--- config.mk ---
export PLATFORM = sky130hd
export DESIGN_NAME = channel_scan_mux
export DESIGN_NICKNAME = d
export VERILOG_FILES = /design/src/rtl/mux_pkg.sv /design/src/rtl/dwell_counter.sv /design/src/rtl/channel_scan_mux.sv
export SDC_FILE = /design/constraint.sdc
export NUM_CORES = 1
export LEC_CHECK = 0
export CAP_MARGIN = 20
export CORE_ASPECT_RATIO = 0.6
export CORE_MARGIN = 4
export CORE_UTILIZATION = 30
export DETAILED_ROUTE_END_ITERATION = 8
export PLACE_DENSITY = 0.71
export REMOVE_ABC_BUFFERS = 1
export SLEW_MARGIN = 20
export SYNTH_ARGS = -nofsm -noshare
export SYNTH_HDL_FRONTEND = slang
export SYNTH_SLANG_ARGS = --single-unit
--- constraint.sdc ---
create_clock -name Clock -period 1.8 [get_ports Clock]
set_clock_uncertainty 0.2 [all_clocks]
set_input_delay 0.27 -clock Clock [delete_from_list [all_inputs] [get_ports Clock]]
set_output_delay 0.27 -clock Clock [all_outputs]
set_load 0.01 [all_outputs]
--- src/rtl/mux_pkg.sv ---
// Shared definitions for the channel scan multiplexer: FSM state encoding
// and the mode constants that select manual or scan operation.
package mux_pkg;

    typedef enum logic [1:0] {
        ST_IDLE  = 2'b00,
        ST_DWELL = 2'b01,
        ST_HOLD  = 2'b10
    } state_t;

    localparam logic MODE_MANUAL = 1'b0;
    localparam logic MODE_SCAN   = 1'b1;

endpackage

--- src/rtl/dwell_counter.sv ---
// Dwell timer for the scan multiplexer. Counts up while enabled and flags
// when the programmed terminal value (effective dwell minus one) is reached.
module dwell_counter #(
    parameter int DWELL = 4
) (
    input  logic                                      clk,
    input  logic                                      rst,
    input  logic                                      clear,
    input  logic                                      count_en,
    input  logic [((DWELL > 1) ? $clog2(DWELL) : 1)-1:0] terminal,
    output logic                                      done
);

    localparam int CNT_W = (DWELL > 1) ? $clog2(DWELL) : 1;

    logic [CNT_W-1:0] count;

    // Count cycles spent dwelling; clear restarts the next dwell from zero.
    always_ff @(posedge clk) begin
        if (rst || clear) begin
            count <= '0;
        end else if (count_en) begin
            count <= count + 1'b1;
        end
    end

    // ">=" rather than "==" so a switch to a shorter dwell mid-count
    // still reaches a capture decision instead of wrapping the counter.
    always_comb begin
        done = (count >= terminal);
    end

endmodule

--- src/rtl/channel_scan_mux.sv ---
// Registered N-channel, WIDTH-bit multiplexer with manual and scan modes.
// Results leave on a valid/ready handshake: a sample is transferred on a
// rising edge where OutValid and OutReady are both high; once OutValid is
// raised the sample and its tags stay frozen until that transfer happens.
// dbg_state and dbg_ptr expose the FSM state and scan pointer.
module channel_scan_mux
    import mux_pkg::*;
#(
    parameter int N_CH  = 6,
    parameter int WIDTH = 1,
    parameter int DWELL = 4,
    parameter int SEL_W = $clog2(N_CH)
) (
    input  logic                    Clock,
    input  logic                    Reset,
    input  logic [N_CH*WIDTH-1:0]   Input,
    input  logic [SEL_W-1:0]        MuxSelect,
    input  logic                    Mode,
    input  logic                    Enable,
    input  logic                    OutReady,
    output logic [WIDTH-1:0]        Out,
    output logic                    OutValid,
    output logic [SEL_W-1:0]        CurSel,
    output logic                    SelError,
    output logic [1:0]              dbg_state,
    output logic [SEL_W-1:0]        dbg_ptr
);

    localparam int CNT_W = (DWELL > 1) ? $clog2(DWELL) : 1;

    state_t           state;
    logic [SEL_W-1:0] ptr;
    logic [CNT_W-1:0] terminal;
    logic             done;
    logic             cnt_en;
    logic             cnt_clear;
    logic [SEL_W-1:0] src;
    logic             src_bad;
    logic [WIDTH-1:0] chan_data;

    // Effective dwell follows the live Mode input on every dwell cycle.
    always_comb begin
        terminal = (Mode == MODE_SCAN) ? CNT_W'(DWELL - 1) : '0;
    end

    // The counter only runs inside DWELL; any other situation rearms it at zero.
    always_comb begin
        cnt_en    = (state == ST_DWELL) && Enable && !done;
        cnt_clear = !cnt_en;
    end

    dwell_counter #(
        .DWELL(DWELL)
    ) u_dwell_counter (
        .clk     (Clock),
        .rst     (Reset),
        .clear   (cnt_clear),
        .count_en(cnt_en),
        .terminal(terminal),
        .done    (done)
    );

    // Source channel selection and slice; out-of-range selects read as zero.
    always_comb begin
        src       = (Mode == MODE_SCAN) ? ptr : MuxSelect;
        src_bad   = (int'(src) >= N_CH);
        chan_data = '0;
        for (int k = 0; k < N_CH; k++) begin
            if (src == SEL_W'(k)) begin
                chan_data = Input[k*WIDTH +: WIDTH];
            end
        end
    end

    // Main FSM: owns the scan pointer and every registered output.
    always_ff @(posedge Clock) begin
        if (Reset) begin
            state    <= ST_IDLE;
            ptr      <= '0;
            Out      <= '0;
            OutValid <= 1'b0;
            CurSel   <= '0;
            SelError <= 1'b0;
        end else begin
            case (state)
                ST_IDLE: begin
                    if (Enable) begin
                        state <= ST_DWELL;
                    end
                end
                ST_DWELL: begin
                    if (!Enable) begin
                        state <= ST_IDLE;
                    end else if (done) begin
                        Out      <= chan_data;
                        CurSel   <= src;
                        SelError <= src_bad;
                        OutValid <= 1'b1;
                        state    <= ST_HOLD;
                    end
                end
                ST_HOLD: begin
                    if (OutReady) begin
                        OutValid <= 1'b0;
                        if (Mode == MODE_SCAN) begin
                            ptr <= (ptr == SEL_W'(N_CH - 1)) ? '0 : ptr + 1'b1;
                        end
                        state <= Enable ? ST_DWELL : ST_IDLE;
                    end
                end
                default: begin
                    state    <= ST_IDLE;
                    OutValid <= 1'b0;
                end
            endcase
        end
    end

    // Debug taps straight from the state registers.
    always_comb begin
        dbg_state = state;
        dbg_ptr   = ptr;
    end

endmodule
-- Word-level counts from Yosys, hierarchy flattened
Cells that the tools add are included.
- register bits: 13
- input port bits: 14
- word-level logic and storage cells: 55
- add/subtract/negate cells: 2
- $lt $le $gt $ge: 2
- equality and inequality tests: 13
- muxes and demuxes: 19
- bitwise logic cells: 1
- reductions and logical operators: 11
- operator list (operator ; number):
    1-bit 2-to-1 mux ; 10
    2-bit 2-to-1 mux ; 5
    3-bit equality test (second input constant) ; 3
    3-bit AND reduction ; 3
    2-bit != test (second input constant) ; 4
    3-bit by 2-bit equality test with 1-bit output (second input constant) ; 2
    3-bit 2-to-1 mux ; 2
    2-bit case mux with 3 select lines ; 1
    4-bit AND reduction ; 1
    3-bit by 1-bit adder with 3-bit output (second input constant) ; 1
    3-bit by 1-bit equality test with 1-bit output (second input constant) ; 1
    3-bit greater-or-equal comparator (second input constant) ; 1
    3-bit zero test ; 1
    3-bit != test (second input constant) ; 1
    1-bit case mux with 3 select lines ; 1
    2-bit by 1-bit adder with 2-bit output (second input constant) ; 1
    2-bit by 1-bit equality test with 1-bit output (second input constant) ; 1
    2-bit equality test (second input constant) ; 1
    2-bit greater-or-equal comparator ; 1
    1-bit logical AND ; 2
    1-bit zero test ; 2
    2-bit zero test ; 1
    1-bit logical OR ; 1
    1-bit inverter ; 1

-- Depth between registers and ports, before layout
Gate-level depths: netlist of the first run.
- word-level depth: 8
- gate-level depth with buffers: 8
- depth with buffers taken out: 7

-- Hierarchy
A second synthesis of the first run with hierarchy kept.
- cells, all modules: 71
- area, all modules: 644.4 um^2
- by module, submodules not included (module ; instances ; cells an instance ; area an instance (um^2) ; sequential area each (um^2)):
    channel_scan_mux ; 1 ; 58 ; 514.2 ; 220.2
    dwell_counter ; 1 ; 13 ; 130.1 ; 40.0

-- Least setup slack after synthesis of the first run
No wires, ideal clock.
- kind: register to register
- from: reg u_dwell_counter.count[0]
- to: reg CurSel[0]
- arrival: 1.375 ns
- required time: 1.466 ns
- slack: 0.091 ns
- cell stages (with the launch flop): 9
- path buffers: 1
- clock period less this slack: 1.709 ns
- cells stage by stage: dfxtp_1 inv_1 ha_1 nand2b_1 a21o_1 nor2b_1 buf_2 nor2_1 a211oi_1
- word-level cells in the longest chain between the ends: 2
- ends and longest elaborated chain (element ; line ; RTL):
    start, declared ; dwell_counter.sv:16 ; logic [CNT_W-1:0] count;
    start signal, assigned ; dwell_counter.sv:23 ; count <= count + 1'b1;
    2-bit greater-or-equal comparator ; dwell_counter.sv:30 ; done = (count >= terminal);
    3-bit AND reduction (no line) ; n/a ;
    end signal, assigned ; channel_scan_mux.sv:96 ; CurSel <= src;
    end, declared ; channel_scan_mux.sv:23 ; output logic [SEL_W-1:0] CurSel,
Every way passes these cells.
A chain may end at the register's enable or synchronous reset.

-- Final worst setup path of the first run
- from: reg u_dwell_counter.count[0]
- to: reg u_dwell_counter.count[1]
- word-level cells in the longest chain between the ends: 5
- elaborated cells between the ends (all ways): 6
- classes of those cells: add/sub: 1; order compare: 1; reduce/logical: 4
- ends and longest elaborated chain (element ; line ; RTL):
    2-bit greater-or-equal comparator ; dwell_counter.sv:30 ;
    1-bit zero test ; channel_scan_mux.sv:48 ; cnt_en = (state == ST_DWELL) && Enable && !done;
    1-bit logical AND ; channel_scan_mux.sv:48 ;
    1-bit zero test ; channel_scan_mux.sv:49 ; cnt_clear = !cnt_en;
    1-bit logical OR ; dwell_counter.sv:20 ; if (rst || clear) begin
Several ways; a longest one is shown, not always the timed one.

==> qor.csv, run 1 <==
metric,value,unit
"Cell Area, Synth",699.4,um2
RSZ-0062 raised after global routing,yes,
TritonRoute pass-1 iters,4,
Core Region,0.002196,mm2
vias in the first global route,720,
Clock Sink Count,13,
HP Class,register to register,
die width,70.34,um
relative slew slack,82.51,%
Starting Density,31.85,%
gr ovfl total,0,
Slew @ Worst Pin,258.3,ps
initial antenna violation count,0,
"Reg clk slew, reported paths",60,ps
Max clock buf depth,2,
critical path arrival,1740,ps
Via density,4.780,
routed len/inst,13.73,um
Fmax,566.7,MHz
RePlAce Congestion,0.8508,
period utilization,98.04,%
Multi-input gate area,437.9,um2
first-pass GRT wire length,3270,um
Storage cell area,264.0,um2
"most common cell after layout, fill and taps aside",clkdlybuf4s50_1,
Startpoint Class,register,
Detail Route Antenna Nets,0,
ANT cells,0,
vias,717,
Root Buffer,clkbuf_8,
Top delay family on crit path,simple AND/OR/NAND/NOR gates,
share of layout cells above drive strength 1,25.00,%
I/O Buffers,24,
GRT Total Usage,13.22,%
most frequent cells in the layout,"clkdlybuf4s50_1, buf_4, nor2_1",
worst-path fanout max,3,
pin count of the biggest net entering global routing,12,
placed inst area,0.001055,mm2
total clock buffers created by CTS,3,
DRC viols,0,
critical path type,register to register,
"Core Util, Final",52.93,%
die area,0.003193,mm2
outcome,"finished, final reports clean",
area grow syn2layout,66.19,%
mean post-synth cell area,8.853,um2
CP peak stage delay,360,ps
starting DRC count in detailed routing,33,
sequential area share after synthesis,37.21,%
"Slew Viols, Final",0,
CTS tree,done,
reg2reg setup slack,40,ps
Fillers,216,
Critical-path top delay cell,or3_4,
yosys warns,0,
Site Rows,13,
synthesized flop and latch total,13,
Syn Inst Count,79,
Die H,45.40,um
post-layout net count,137,
worst vdd ir,0.3983,mV
leading area contributor after synthesis,dfxtp_1,
final WL,2060,um
Power Density,598.2,mW/mm2
fin area,0.001162,mm2
Post-DP HPWL,1515,um
post-synthesis cell type count,31,
WP buf/inv,2,
post-synth top area share,37.21,%
worst path required time,1780,ps
Static Leak,0.4567,nW
CP Cell Sequence,inv_2 -> ha_4 -> nand2b_4 -> a21o_1 -> buf_4 -> or3_4 -> nor2_1,
final setup vio count,0,
fin crit period,1765,ps
H-tree depth,1,
clock latency on the worst-skew pair,240,ps
Hold Fails Final Rpt,0,
Boundary Pins,25,
max_cap viols,0,
Area contributors post-synth,"dfxtp_1, mux2i_1, nor2_1",
CP endpoint kind,register,
-- through the flow --
stage | setup TNS [ps] | total power, mW | hold WS [ps] | worst slack, ps | std cells
floorplan | -418.2 | 0.3475 | 137.9 | -132.5 | 76
global placement | -4589 | 0.4258 | 294.7 | -567.0 | 143
detailed placement | -5498 | 0.4279 | 305.7 | -693.3 | 143
CTS | 0 | 0.6932 | 313.5 | 2.468 | 148
global route | -96.49 | 0.7309 | 335.2 | -42.72 | 150
finish | 0 | 0.6953 | 308.3 | 35.27 | 150
-- metal layers --
layer  routed length (um)  track usage (%)  vias up
li1                     -                -      371
met1                 1025            17.65      324
met2                  889            20.82       22
met3                  146            5.727        0
met4                    0            1.145        0
met5                    0                0        -
-- cell type report --
| type | count | share of cell area, % |
|---|---|---|
| Multi-Input combinational cell | 58 | 37.68 |
| Timing Repair Buffer | 40 | 30.89 |
| Sequential cell | 13 | 22.71 |
| Clock buffer | 4 | 3.875 |
| Tap cell | 30 | 3.229 |
| Inverter | 5 | 1.615 |
-- report_power, final --
part	internal (mW)	switching, mW	total, mW
clock network	0.156	0.104	0.261
logic	0.0801	0.0549	0.135
registers	0.295	0.00454	0.300
total	0.531	0.164	0.695
-- worst register-to-register path, delay by kind of cell, from the launching register on --
family | cells | cell delay (ps)
and+or+nand+nor | 3 | 590
DFF | 1 | 330
adders and majority gates | 1 | 210
buffers and inverters | 2 | 190
AOI/OAI and AO/OA | 1 | 190
-- logic make-up after synthesis --
group           count (synthesis)  share of synthesized area (%)
buf+inv                         8                          5.545
mux                             8                          12.34
flops                          13                          37.21
xor+xnor                        2                          2.505
fa+ha+maj                       2                          3.577
simple gates                   29                          21.65
compound gates                 17                          17.17
-- repair_timing --
action / in CTS / in global routing
buffers inserted: 1 / 2
gates resized for setup: 7 / 4
endpoints found under the setup margin: 11 / 10
hold buffers: 0 / 0
pin swaps: 2 / 2
endpoints found under the hold margin: 0 / 0
-- flip-flops by register name, indices dropped and copies added (netlist names) --
register	count
CurSel	3
SelError	1
dbg_state	2
Out	1
u_dwell_counter.count	2
dbg_ptr	3
OutValid	1
-- synth_stat cells --
cell type and number:
a311oi_2 1, nand2b_1 1, a211oi_1 4, nor3_1 3, and3_1 1, inv_1 5
nor2_1 12, nand2_1 1, clkbuf_1 1, xnor2_1 1, ha_1 2, a31oi_1 2
o31ai_1 1, mux2_1 2, a21oi_1 5, o21ai_1 1, mux2i_2 1, nor2b_1 2
o311ai_1 1, xor2_1 1, or3_1 1, nor3b_1 4, buf_2 1, a21o_1 1
nand3b_1 2, nand3_1 1, mux2i_1 5, buf_6 1, dfxtp_1 13, nand4_1 1
a2bb2oi_1 1
-- path summary, 6_finish.rpt --
path,from,endpoint,cells past startpoint
min,SelError,SelError,2
min reg2reg,SelError,SelError,2
max,u_dwell_counter.count[0],u_dwell_counter.count[1],7
max reg2reg,u_dwell_counter.count[0],u_dwell_counter.count[1],7
(Power assumes the default switching activity.)
==> run 2: changes to the inputs <==
Settings changed: SETUP_SLACK_MARGIN from default to 0.05.
==> run 2 against run 1 <==
Net effect: via count increased by 1.1%; cell area increased by 2.2%; sequential share of layout area decreased by 0.48 points; fmax about the same; final cell count increased by 0.67%; register-to-register slack about the same; die area unchanged; combinational power increased by 3%; first-iteration DRC count increased by 15%; critical path type unchanged.
==> qor.csv, run 2 (synthesized netlist as in run 1, its figures left out) <==
metric,value,unit
Hold Path Stages,2,
Worst R2R Start,u_dwell_counter.count[0],
die width,70.34,um
total clock buffers created by CTS,3,
Starting Density,31.85,%
clock latency on the worst-skew pair,240,ps
CTS tree,done,
post-place setup slack,-693.3,ps
area grow syn2layout,69.77,%
Hold Fails Final Rpt,0,
reg2reg setup slack,30,ps
R2R depth,7,
first-pass GRT wire length,3325,um
initial antenna violation count,0,
"crit path setup slack, layout",34.77,ps
Max clock buf depth,2,
"Slew Viols, Final",0,
r2r endpoint,u_dwell_counter.count[0],
HP Class,register to register,
worst vdd ir,0.3974,mV
Fmax,566.5,MHz
worst path required time,1770,ps
Slew @ Worst Pin,291.3,ps
"Hold-fix buffers, CTS",0,
die area,0.003193,mm2
outcome,"finished, final reports clean",
H-tree depth,1,
Post-DP HPWL,1515,um
starting DRC count in detailed routing,38,
Static Leak,0.4963,nW
Via density,4.801,
Site Rows,13,
GRT Total Usage,13.61,%
final setup vio count,0,
critical path arrival,1740,ps
final WL,2125,um
TritonRoute pass-1 iters,4,
post-layout net count,138,
ANT cells,0,
RePlAce Congestion,0.8508,
routed len/inst,14.07,um
CP endpoint kind,register,
fin crit period,1765,ps
Boundary Pins,25,
"most common cell after layout, fill and taps aside",clkdlybuf4s50_1,
gr ovfl total,0,
CP Cell Sequence,inv_2 -> ha_4 -> nand2b_4 -> a21o_1 -> buf_6 -> or3_4 -> nor2_1,
"Reg clk slew, reported paths",60,ps
post-route setup TNS,0,ps
Power Density,588.0,mW/mm2
CP peak stage delay,360,ps
min-delay src,SelError,
vias in the first global route,719,
relative slew slack,80.52,%
Clock Sink Count,13,
critical path type,register to register,
Root Buffer,clkbuf_8,
Detail Route Antenna Nets,0,
Hold Path Sink,SelError,
RSZ-0062 raised after global routing,yes,
Setup crit start,u_dwell_counter.count[0],
fin area,0.001187,mm2
vias,725,
share of layout cells above drive strength 1,27.27,%
Startpoint Class,register,
worst-path fanout max,3,
max_cap viols,0,
Fillers,208,
pin count of the biggest net entering global routing,12,
DRC viols,0,
most frequent cells in the layout,"clkdlybuf4s50_1, buf_4, nor2_1",
I/O Buffers,24,
placed inst area,0.001055,mm2
period utilization,98.07,%
PnR Total Power,698.2,uW
Die H,45.40,um
Core Region,0.002196,mm2
Critical-path top delay cell,or3_4,
==> run 2: what timing repair did <==
item,CTS,global route
pin swaps,3,3
gates resized for setup,11,5
buffers inserted,1,2
setup endpoints to repair,12,11
cloned,0,1
==> run 2: layout make-up <==
type,count,area [um2],share of cell area (%)
clock buffers,4,45.04,3.793
inverters,5,18.77,1.581
multi-input cells,59,454.2,38.25
flip-flops and latches,13,264.0,22.23
well taps,30,37.54,3.161
repair buffers,40,367.9,30.98
==> run 2: report_power, final <==
part,switching (mW),leakage (nW),total (mW),internal [mW]
logic,0.0571,0.367,0.139,0.0817
clock network,0.103,0.0228,0.260,0.156
registers,0.00476,0.107,0.300,0.295
total,0.165,0.496,0.698,0.533
==> run 2: worst max-delay path by stage <==
stage | end | slack (ps) | cells after the start
5_1_grt | u_dwell_counter.count[1] | -20 | 7
2_1_floorplan | Out | -130 | 7
6_report | u_dwell_counter.count[0] | 30 | 7
3_3_place_gp | Out | -570 | 7
4_1_cts | Out | 60 | 7
3_5_place_dp | Out | -690 | 7
==> run 2: metal layers <==
| metal | GRT usage (%) | share of wire [%] |
|---|---|---|
| met5 | 0 | 0 |
| met4 | 1.145 | 0 |
| met3 | 5.727 | 6.6 |
| met2 | 21.75 | 43 |
| met1 | 18.05 | 50 |
==> run 2: per-stage QoR <==
step                hold slack, ps  std cells  util (%)
floorplan                    137.9         76         -
global placement             294.7        143     48.03
detailed placement           305.7        143     48.03
CTS                          313.5        148     52.19
global route                 329.8        151     54.07
finish                       301.0        151     54.07
==> run 2: worst max-delay path: cells and delay by family (launching register included) <==
family | cells | cell delay [ps]
and+or+nand+nor | 3 | 570
adders and majority gates | 1 | 230
DFF | 1 | 330
AOI/OAI and AO/OA | 1 | 190
buffers and inverters | 2 | 180
==> run 3: changes to the inputs <==
Settings changed: ABC_AREA from default to 1, CAP_MARGIN 20 to 30.
==> run 3 against run 2 <==
Net effect: power down 3.1%; register-to-register slack better by 180 ps; die area down 1.8%; clock power about the same; worst hold slack worse by 42 ps; count of clock-buffer cells in the layout unchanged; synthesized area down 2.1%; via count down 4.1%; sequential power about the same; critical path type is now register to output port; critical endpoint is now dbg_state[1]; largest power group unchanged.
==> qor.csv, run 3 <==
metric,value,unit
outcome,"finished, final reports clean",
Power Density,646.6,mW/mm2
HP Class,register to register,
PnR Total Power,676.3,uW
gr ovfl total,0,
synthesized flop and latch total,13,
CP peak stage delay,580,ps
Hold Path Sink,u_dwell_counter.count[0],
worst-path fanout max,5,
sequential area share after synthesis,38.03,%
R2R depth,9,
reg2reg setup slack,210,ps
Static Leak,0.4613,nW
Fmax,583.0,MHz
I/O Buffers,24,
fraction of registers with async set/reset,0,%
RSZ-0062 raised after global routing,no,
routed len/inst,9.835,um
final setup vio count,0,
die width,69.66,um
"Slew Viols, Final",0,
Root Buffer,clkbuf_8,
vias,695,
vias in the first global route,586,
GRT Total Usage,10.70,%
area grow syn2layout,52.83,%
starting DRC count in detailed routing,24,
Top delay family on crit path,buffers and inverters,
Slew @ Worst Pin,380.5,ps
TritonRoute pass-1 iters,4,
leading area contributor after synthesis,dfxtp_1,
first-pass GRT wire length,2622,um
Syn Inst Count,101,
die area,0.003134,mm2
relative slew slack,74.36,%
Critical-path top delay cell,clkdlybuf4s50_1,
Site Rows,13,
Multi-input gate area,362.8,um2
"most common cell after layout, fill and taps aside",nand2_1,
Startpoint Class,register,
H-tree depth,1,
post-layout net count,151,
Hold Path Stages,1,
r2r endpoint,Out,
period utilization,95.29,%
ANT cells,0,
mean post-synth cell area,6.776,um2
critical path type,register to output port,
"Reg clk slew, reported paths",60,ps
Main synth FF type,dfxtp_1,
critical path arrival,1250,ps
Boundary Pins,25,
most frequent cells in the layout,"nand2_1, clkdlybuf4s50_1, inv_1, nor2_1, dfxtp_1",
total clock buffers created by CTS,3,
Layout Cells excl Fill,164,
final WL,1613,um
Area contributors post-synth,"dfxtp_1, nand2_1, inv_1",
DRC viols,0,
worst vdd ir,0.3414,mV
post-CTS setup buffers,0,
worst path required time,1330,ps
Starting Density,31.64,%
"Cell Area, Synth",684.4,um2
clock latency on the worst-skew pair,250,ps
WP buf/inv,1,
CTS tree,done,
Detail Route Antenna Nets,0,
Hold Fails Final Rpt,0,
Storage cell area,260.3,um2
"EDFF count, synth",0,
min-delay src,u_dwell_counter.count[0],
Die H,45.00,um
share of layout cells above drive strength 1,11.94,%
Worst R2R Start,u_dwell_counter.count[0],
Post-DP HPWL,1329,um
Max clock buf depth,2,
# placed instances,160,
max_cap viols,0,
Via density,4.238,
CP Cell Sequence,clkdlybuf4s50_1,
Clock Sink Count,13,
post-synthesis cell type count,18,
"count leader, synth",nand2_1,
Core Region,0.002163,mm2
initial antenna violation count,0,
post-synth top area share,38.03,%
RePlAce Congestion,0.8219,
Synth top cells by count,"nand2_1, inv_1, nor2_1",
fin crit period,1715,ps
Fillers,215,
pin count of the biggest net entering global routing,8,
yosys warns,0,
CP endpoint kind,output port,
## run 3: what timing repair did
action	4_1_cts	5_1_grt
gates resized for setup	1	2
endpoints found under the hold margin	0	0
hold buffers	0	0
gates cloned	0	0
endpoints found under the setup margin	8	2
## run 3: area by class of cell
| type | instances | area share, % |
|---|---|---|
| clock buffer | 4 | 4.306 |
| tap | 30 | 3.589 |
| timing repair buffer | 29 | 26.44 |
| multi-input combinational | 71 | 34.69 |
| inverter | 17 | 6.100 |
| sequential | 13 | 24.88 |
## run 3: worst max-delay path by stage
| stage | cells past startpoint | endpoint | from | slack, ps |
|---|---|---|---|---|
| after floorplan | 9 | Out | u_dwell_counter.count[0] | 310 |
| after global placement | 10 | Out | Mode | -240 |
| after detailed placement | 10 | Out | Mode | -290 |
| after CTS | 1 | dbg_state[1] | dbg_state[1] | 80 |
| after global routing | 9 | Out | u_dwell_counter.count[0] | 60 |
| final | 1 | dbg_state[1] | dbg_state[1] | 80 |
## run 3: stage by stage
stage / TNS [ps] / area (um2) / setup slack, ps / hold WS (ps) / utilization (%)
final: 0 / 1046 / 84.70 / 258.7 / 48.35
after global routing: 0 / 1046 / 58.31 / 282.5 / 48.35
after CTS: 0 / 1044 / 84.53 / 264.0 / 48.24
after detailed placement: -2194 / 999.7 / -294.3 / 254.7 / 46.21
after global placement: -1790 / 999.7 / -236.1 / 236.1 / 46.21
after floorplan: 0 / 684.4 / 310.2 / 139.1 / -
## run 3: report_power, final
part / switching (mW) / internal, mW
clock network: 0.106 / 0.156
registers: 0.00566 / 0.296
logic: 0.0510 / 0.0620
total: 0.162 / 0.514
## run 3: cell families (layout without fill, tap and decap cells)
| group | count (synthesis) | in the layout | share of synthesized area [%] |
|---|---|---|---|
| buf+inv | 17 | 50 | 9.323 |
| flops | 13 | 13 | 38.03 |
| compound gates | 12 | 12 | 9.323 |
| fa+ha+maj | 2 | 2 | 3.656 |
| xor+xnor | 2 | 2 | 2.560 |
| simple gates | 55 | 55 | 37.11 |
## run 3: routing by layer
layer,GRT usage (%),routed length [um]
met1,14.52,837
met2,15.53,646
met3,5.111,129
met4,2.290,0
met5,0,0
